### src/rtl/kp_scan_ctrl.sv
// 4x4 keypad scan controller: sequenced row strobes, press/release debounce,
// keycode encoding and a small valid/ready event FIFO.
module kp_scan_ctrl #(
  parameter int DWELL      = 1000,
  parameter int DB_CYCLES  = 65536,
  parameter int FIFO_DEPTH = 4
) (
  input  logic       clk,
  input  logic       rst,
  input  logic       enable,
  input  logic [3:0] col_n,
  output logic [3:0] row_n,
  output logic       key_valid,
  output logic [3:0] key_code,
  input  logic       key_ready,
  output logic       key_down,
  output logic       multi_err,
  output logic       ovf,
  input  logic       ovf_clr
);

  localparam int DW_W  = $clog2(DWELL);
  localparam int DB_W  = $clog2(DB_CYCLES);
  localparam int PTR_W = $clog2(FIFO_DEPTH);

  localparam logic [DW_W-1:0]  DW_ZERO   = DW_W'(0);
  localparam logic [DW_W-1:0]  DW_ONE    = DW_W'(1);
  localparam logic [DW_W-1:0]  DW_LAST   = DW_W'(DWELL - 1);
  localparam logic [DB_W-1:0]  DB_ZERO   = DB_W'(0);
  localparam logic [DB_W-1:0]  DB_ONE    = DB_W'(1);
  localparam logic [DB_W-1:0]  DB_LAST   = DB_W'(DB_CYCLES - 1);
  localparam logic [PTR_W-1:0] PTR_ZERO  = PTR_W'(0);
  localparam logic [PTR_W-1:0] PTR_ONE   = PTR_W'(1);
  localparam logic [PTR_W:0]   CNT_ZERO  = (PTR_W+1)'(0);
  localparam logic [PTR_W:0]   CNT_ONE   = (PTR_W+1)'(1);
  localparam logic [PTR_W:0]   CNT_FULL  = (PTR_W+1)'(FIFO_DEPTH);

  typedef enum logic [2:0] {
    ST_IDLE     = 3'd0,
    ST_SCAN     = 3'd1,
    ST_PRESS_DB = 3'd2,
    ST_HELD     = 3'd3,
    ST_REL_DB   = 3'd4
  } state_t;

  function automatic logic [3:0] key_map(input logic [1:0] row, input logic [1:0] col);
    case ({row, col})
      4'h0:    key_map = 4'h1;
      4'h1:    key_map = 4'h2;
      4'h2:    key_map = 4'h3;
      4'h3:    key_map = 4'hA;
      4'h4:    key_map = 4'h4;
      4'h5:    key_map = 4'h5;
      4'h6:    key_map = 4'h6;
      4'h7:    key_map = 4'hB;
      4'h8:    key_map = 4'h7;
      4'h9:    key_map = 4'h8;
      4'hA:    key_map = 4'h9;
      4'hB:    key_map = 4'hC;
      4'hC:    key_map = 4'hE;
      4'hD:    key_map = 4'h0;
      4'hE:    key_map = 4'hF;
      4'hF:    key_map = 4'hD;
      default: key_map = 4'h0;
    endcase
  endfunction

  function automatic logic [2:0] low_count(input logic [3:0] c);
    logic [2:0] n;
    n = 3'd0;
    for (int i = 0; i < 4; i++) begin
      n = n + {2'b00, ~c[i]};
    end
    return n;
  endfunction

  function automatic logic [1:0] low_col(input logic [3:0] c);
    if (!c[0]) begin
      low_col = 2'd0;
    end else if (!c[1]) begin
      low_col = 2'd1;
    end else if (!c[2]) begin
      low_col = 2'd2;
    end else begin
      low_col = 2'd3;
    end
  endfunction

  state_t           state_r, state_nx;
  logic [1:0]       row_idx_r, row_idx_nx;
  logic [DW_W-1:0]  dwell_r, dwell_nx;
  logic [DB_W-1:0]  db_r, db_nx;
  logic [3:0]       col_cap_r, col_cap_nx;
  logic [3:0]       row_n_r, row_n_nx;
  logic             key_down_r, key_down_nx;
  logic             multi_err_r;
  logic             push_s, multi_s;
  logic [3:0]       push_code_s;

  logic [3:0]       mem_r [FIFO_DEPTH];
  logic [PTR_W-1:0] rd_ptr_r, rd_ptr_nx, wr_ptr_r, wr_ptr_nx;
  logic [PTR_W:0]   count_r, count_nx;
  logic             key_valid_r, key_valid_nx;
  logic [3:0]       key_code_r, key_code_nx;
  logic             ovf_r, ovf_nx;
  logic             pop_s, full_s, wr_en_s, drop_s, empty_after_pop_s;

  // Scan/debounce next-state logic; row strobes and key_down follow the next state.
  always_comb begin
    state_nx   = state_r;
    row_idx_nx = row_idx_r;
    dwell_nx   = dwell_r;
    db_nx      = db_r;
    col_cap_nx = col_cap_r;
    push_s     = 1'b0;
    multi_s    = 1'b0;
    if (!enable) begin
      state_nx = ST_IDLE;
      dwell_nx = DW_ZERO;
      db_nx    = DB_ZERO;
    end else begin
      case (state_r)
        ST_IDLE: begin
          state_nx   = ST_SCAN;
          row_idx_nx = 2'd0;
          dwell_nx   = DW_ZERO;
        end
        ST_SCAN: begin
          if (dwell_r == DW_LAST) begin
            dwell_nx = DW_ZERO;
            if (col_n == 4'hF) begin
              row_idx_nx = row_idx_r + 2'd1;
            end else begin
              col_cap_nx = col_n;
              db_nx      = DB_ZERO;
              state_nx   = ST_PRESS_DB;
            end
          end else begin
            dwell_nx = dwell_r + DW_ONE;
          end
        end
        ST_PRESS_DB: begin
          if (col_n != col_cap_r) begin
            state_nx   = ST_SCAN;
            row_idx_nx = row_idx_r + 2'd1;
            dwell_nx   = DW_ZERO;
          end else if (db_r == DB_LAST) begin
            state_nx = ST_HELD;
            if (low_count(col_cap_r) == 3'd1) begin
              push_s = 1'b1;
            end else begin
              multi_s = 1'b1;
            end
          end else begin
            db_nx = db_r + DB_ONE;
          end
        end
        ST_HELD: begin
          if (col_n == 4'hF) begin
            state_nx = ST_REL_DB;
            db_nx    = DB_ZERO;
          end else begin
            state_nx = ST_HELD;
          end
        end
        ST_REL_DB: begin
          if (col_n != 4'hF) begin
            db_nx = DB_ZERO;
          end else if (db_r == DB_LAST) begin
            state_nx   = ST_SCAN;
            row_idx_nx = row_idx_r + 2'd1;
            dwell_nx   = DW_ZERO;
          end else begin
            db_nx = db_r + DB_ONE;
          end
        end
        default: begin
          state_nx = ST_IDLE;
        end
      endcase
    end
    if (state_nx == ST_IDLE) begin
      row_n_nx = 4'hF;
    end else begin
      row_n_nx = ~(4'b0001 << row_idx_nx);
    end
    key_down_nx = (state_nx == ST_HELD) || (state_nx == ST_REL_DB);
    push_code_s = key_map(row_idx_r, low_col(col_cap_r));
  end

  // Event FIFO control; the head is registered so key_valid/key_code come from flops.
  always_comb begin
    pop_s             = key_valid_r & key_ready;
    full_s            = (count_r == CNT_FULL);
    wr_en_s           = push_s & (~full_s | pop_s);
    drop_s            = push_s & full_s & ~pop_s;
    empty_after_pop_s = (count_r == CNT_ZERO) || ((count_r == CNT_ONE) && pop_s);
    rd_ptr_nx         = pop_s ? (rd_ptr_r + PTR_ONE) : rd_ptr_r;
    wr_ptr_nx         = wr_en_s ? (wr_ptr_r + PTR_ONE) : wr_ptr_r;
    if (wr_en_s && !pop_s) begin
      count_nx = count_r + CNT_ONE;
    end else if (!wr_en_s && pop_s) begin
      count_nx = count_r - CNT_ONE;
    end else begin
      count_nx = count_r;
    end
    key_valid_nx = (count_nx != CNT_ZERO);
    if (count_nx == CNT_ZERO) begin
      key_code_nx = 4'h0;
    end else if (wr_en_s && empty_after_pop_s) begin
      key_code_nx = push_code_s;
    end else begin
      key_code_nx = mem_r[rd_ptr_nx];
    end
    if (drop_s) begin
      ovf_nx = 1'b1;
    end else if (ovf_clr) begin
      ovf_nx = 1'b0;
    end else begin
      ovf_nx = ovf_r;
    end
  end

  // State, counters, FIFO pointers and output registers.
  always_ff @(posedge clk) begin
    if (rst) begin
      state_r     <= ST_IDLE;
      row_idx_r   <= 2'd0;
      dwell_r     <= DW_ZERO;
      db_r        <= DB_ZERO;
      col_cap_r   <= 4'hF;
      row_n_r     <= 4'hF;
      key_down_r  <= 1'b0;
      multi_err_r <= 1'b0;
      rd_ptr_r    <= PTR_ZERO;
      wr_ptr_r    <= PTR_ZERO;
      count_r     <= CNT_ZERO;
      key_valid_r <= 1'b0;
      key_code_r  <= 4'h0;
      ovf_r       <= 1'b0;
    end else begin
      state_r     <= state_nx;
      row_idx_r   <= row_idx_nx;
      dwell_r     <= dwell_nx;
      db_r        <= db_nx;
      col_cap_r   <= col_cap_nx;
      row_n_r     <= row_n_nx;
      key_down_r  <= key_down_nx;
      multi_err_r <= multi_s;
      rd_ptr_r    <= rd_ptr_nx;
      wr_ptr_r    <= wr_ptr_nx;
      count_r     <= count_nx;
      key_valid_r <= key_valid_nx;
      key_code_r  <= key_code_nx;
      ovf_r       <= ovf_nx;
    end
  end

  // FIFO storage; contents are don't-care once the pointers are reset.
  always_ff @(posedge clk) begin
    if (wr_en_s) begin
      mem_r[wr_ptr_r] <= push_code_s;
    end
  end

  assign row_n     = row_n_r;
  assign key_valid = key_valid_r;
  assign key_code  = key_code_r;
  assign key_down  = key_down_r;
  assign multi_err = multi_err_r;
  assign ovf       = ovf_r;

endmodule

### config.mk
export PLATFORM = sky130hd
export DESIGN_NAME = kp_scan_ctrl
export DESIGN_NICKNAME = d
export VERILOG_FILES = /design/src/rtl/kp_scan_ctrl.sv
export SDC_FILE = /design/constraint.sdc
export NUM_CORES = 1
export LEC_CHECK = 0
export ABC_AREA = 0
export CORE_ASPECT_RATIO = 0.75
export CORE_MARGIN = 5
export CORE_UTILIZATION = 50
export CTS_CLUSTER_DIAMETER = 30
export DETAILED_ROUTE_END_ITERATION = 7
export GPL_TIMING_DRIVEN = 0
export PLACE_DENSITY = 0.73
export SLEW_MARGIN = 5
export SYNTH_ARGS = -nofsm -noshare
export SYNTH_HDL_FRONTEND = slang
export SYNTH_SLANG_ARGS = --single-unit
### constraint.sdc
create_clock -name clk -period 3.7 [get_ports clk]
set_input_delay 0.37 -clock clk [delete_from_list [all_inputs] [get_ports clk]]
set_output_delay 0.37 -clock clk [all_outputs]
set_load 0.01 [all_outputs]
==> results.md <==
- WP data arrival: ~3500 ps
- Starting density of the core: roughly half
- Share of the synthesized area in the top cell type: around 28%
- Netlist area before placement: roughly 0.0039 mm^2
- PortBufs: 20
- Status: finished, final reports clean
- Fin crit period: roughly 3500 ps
- Layout cells sized above 1: under 10%
- Die ar.: between 0.009 and 0.01 mm^2
- Largest net degree at the start of global routing: 12
- Residual DRC: 0
- First-pass GRT wire length: approximately 15,000 um
- Top_reg_cell synth: dfxtp_1
- Maximum clock rate: about 0.29 GHz
- Nets: 490
- CTS tree: yes
- Later-pin clock latency in the skew report: about 350 ps
- Deepest clock path buffer count: 2
- Pwr Density: about 400 mW/mm^2
- Post-synth EDFFs: 16
- Fill count: ~700
- Hold Path Class: flop to flop
- Gpl congestion: a little over 0.9
- Crit path kind: flop to flop
- Cts-stage hold buffer count: 0
- Synthesized Nets: approximately 460
- Core Area: roughly 0.0078 mm^2
- Syn_area_per_cell: around 9.1 um^2
- Max FO, Critical Path: 7
- RSZ-0062 raised after global routing: no
- Synth top area cells: dfxtp_1 (28%), edfxtp_1 (12%), ha_1 (5.4%), a21oi_1 (3.7%), nor2_1 (3.3%)
- Maximum vdd drop: ~0.24 mV
- Post-synth top cells: dfxtp_1 (54), nor2_1 (34), a21oi_1 (29)
- Initial DRT Pass Iterations: 5
- Cells after Synth: ~430
- Die H: 86.7 um
- GRT Residual Overflow: 0
- Top-count cell post-synth: dfxtp_1
- Post-DRT Antenna Nets: 0
- Overall Global Routing Usage: approximately a fifth
- Inserted Diodes: 0
- Clock sinks: 70
- Clock-pin slew on the worst setup and hold paths: around 70 ps
- CP startpoint kind: flop
- Rows: 28
- Placed wire-length estimate: between 6000 and 7000 um
- CTS Buf Count: 9
- Final setup fails: 0
- Area leader, netlist: dfxtp_1
- Worst EP required: 3740 ps
- Die W: 112 um
- Vias in the first global route: 3,110
- Fin. Hold Viols: 0
- Critical Path Sink Type: flop
- TNS Setup: 0 ps
- Final max-slew violation count: 0
- Register area share after synthesis: between 30% and 40%
- Synth Register Bits: 70
- Io pins: 21
- Ys async rst share: 0%
- Initial detailed-routing violation count: between 150 and 200
- Worst slew pin tran: around 820 ps
- Post-CTS sizing: 0
- Period Utilization, post-route: a little over nine tenths
- Initial antenna violation count: 0
- DP Worst Slack: roughly 260 ps
- Clk_skew: between 6 and 7 ps
- Setup Buffers After CTS: 0
- Layout area overhead: 13.0%
- Wire length per cell: between 15 and 20 um
- Yosys Warn Count: 0
- Synth cell types: 67
- Leak: about 0.0015 uW
- Htree depth: 3
- CTS Root Cell: clkbuf_8
- Max-cap violations: 0
- Routed vias/inst: 5.90
- Via count: about 3.4k
- Relative slew slack: 45.0%
- Final wirelength: between 9000 and 10,000 um
- Setup ws final: ~230 ps
==> path summary, 6_finish.rpt <==
kind	end	slack, ps	startpoint	depth (start not counted)
worst max-delay path	mem_r[1][2]	230	col_cap_r[0]	9
worst min-delay path	dwell_r[1]	480	dwell_r[1]	2
worst max register to register	mem_r[1][2]	230	col_cap_r[0]	9
worst min register to register	dwell_r[1]	480	dwell_r[1]	2
==> sequential cells by signal, indices dropped and copies added (netlist names), 3 cells and up <==
register   cells
db_r          16
mem_r         16
dwell_r       10
col_cap_r      4
key_code       4
row_n          4
count_r        3
state_r        3
==> through the flow <==
| step | instances | hold WS [ps] | cell area [um^2] | total power (uW) | util [%] |
|---|---|---|---|---|---|
| floorplan | 432 | 449 | 3930 | 1100 | - |
| global placement | 557 | 460 | 4260 | 1210 | 54.7 |
| detailed placement | 557 | 472 | 4260 | 1220 | 54.7 |
| CTS | 573 | 482 | 4440 | 1800 | 57.0 |
| global route | 573 | 515 | 4440 | 1880 | 57.0 |
| finish | 573 | 481 | 4440 | 1790 | 57.0 |
==> report_power, final <==
| part | internal (uW) | total (uW) | switching, uW |
|---|---|---|---|
| Combinational | 156 | 364 | 207 |
| Sequential | 816 | 843 | 27.2 |
| Clock | 300 | 580 | 281 |
| Total | 1270 | 1790 | 515 |
==> placed cells by master (no fill, tap or decap), drive strengths merged, types with 14 or more instances in the layout <==
cell type and instances:
ha 17, nor2 34, inv 23, a21oi 29, dfxtp 54, o31ai 14
clkbuf 24, clkdlybuf4s50 20, or3 17, edfxtp 16, nand2 27, o21ai 22
nand3 14
==> area by class of cell <==
type / count / area [um^2] / share of cell area, %
Buffer: 20 / 101 / 2.28
Clock buffer: 9 / 124 / 2.79
Clock inverter: 7 / 55.1 / 1.24
Inverter: 23 / 86.3 / 1.95
Multi-Input combinational cell: 319 / 2180 / 49.1
Sequential cell: 70 / 1560 / 35.2
Tap cell: 105 / 131 / 2.96
Timing Repair Buffer: 20 / 200 / 4.51
==> logic make-up (layout without fill, tap and decap cells) <==
family,Yosys count,count (layout),synth area share (%)
flops,70,70,39.8
compound gates,111,111,19.9
simple gates,163,163,22.7
mux,10,10,3.09
xor+xnor,17,17,3.79
buf+inv,43,79,4.78
fa+ha+maj,18,18,5.93
==> critical path, cell delays in order, from the launching register on <==
cell,delay (ps)
dfxtp_1,400
fa_1,550
inv_1,40
ha_1,170
ha_1,270
nor3b_1,300
and4_1,270
nand2_1,120
nor3_1,680
and2_1,360
==> per-layer routing <==
metal | GRT usage, % | up-vias | wire, um
li1 | - | 1676 | -
met3 | 6.14 | 4 | 659
met2 | 27.9 | 127 | 3680
met1 | 27.7 | 1572 | 4620
met4 | 5.35 | 0 | 46
met5 | 0 | - | 0
No activity file was read; power rests on OpenSTA's default activity.
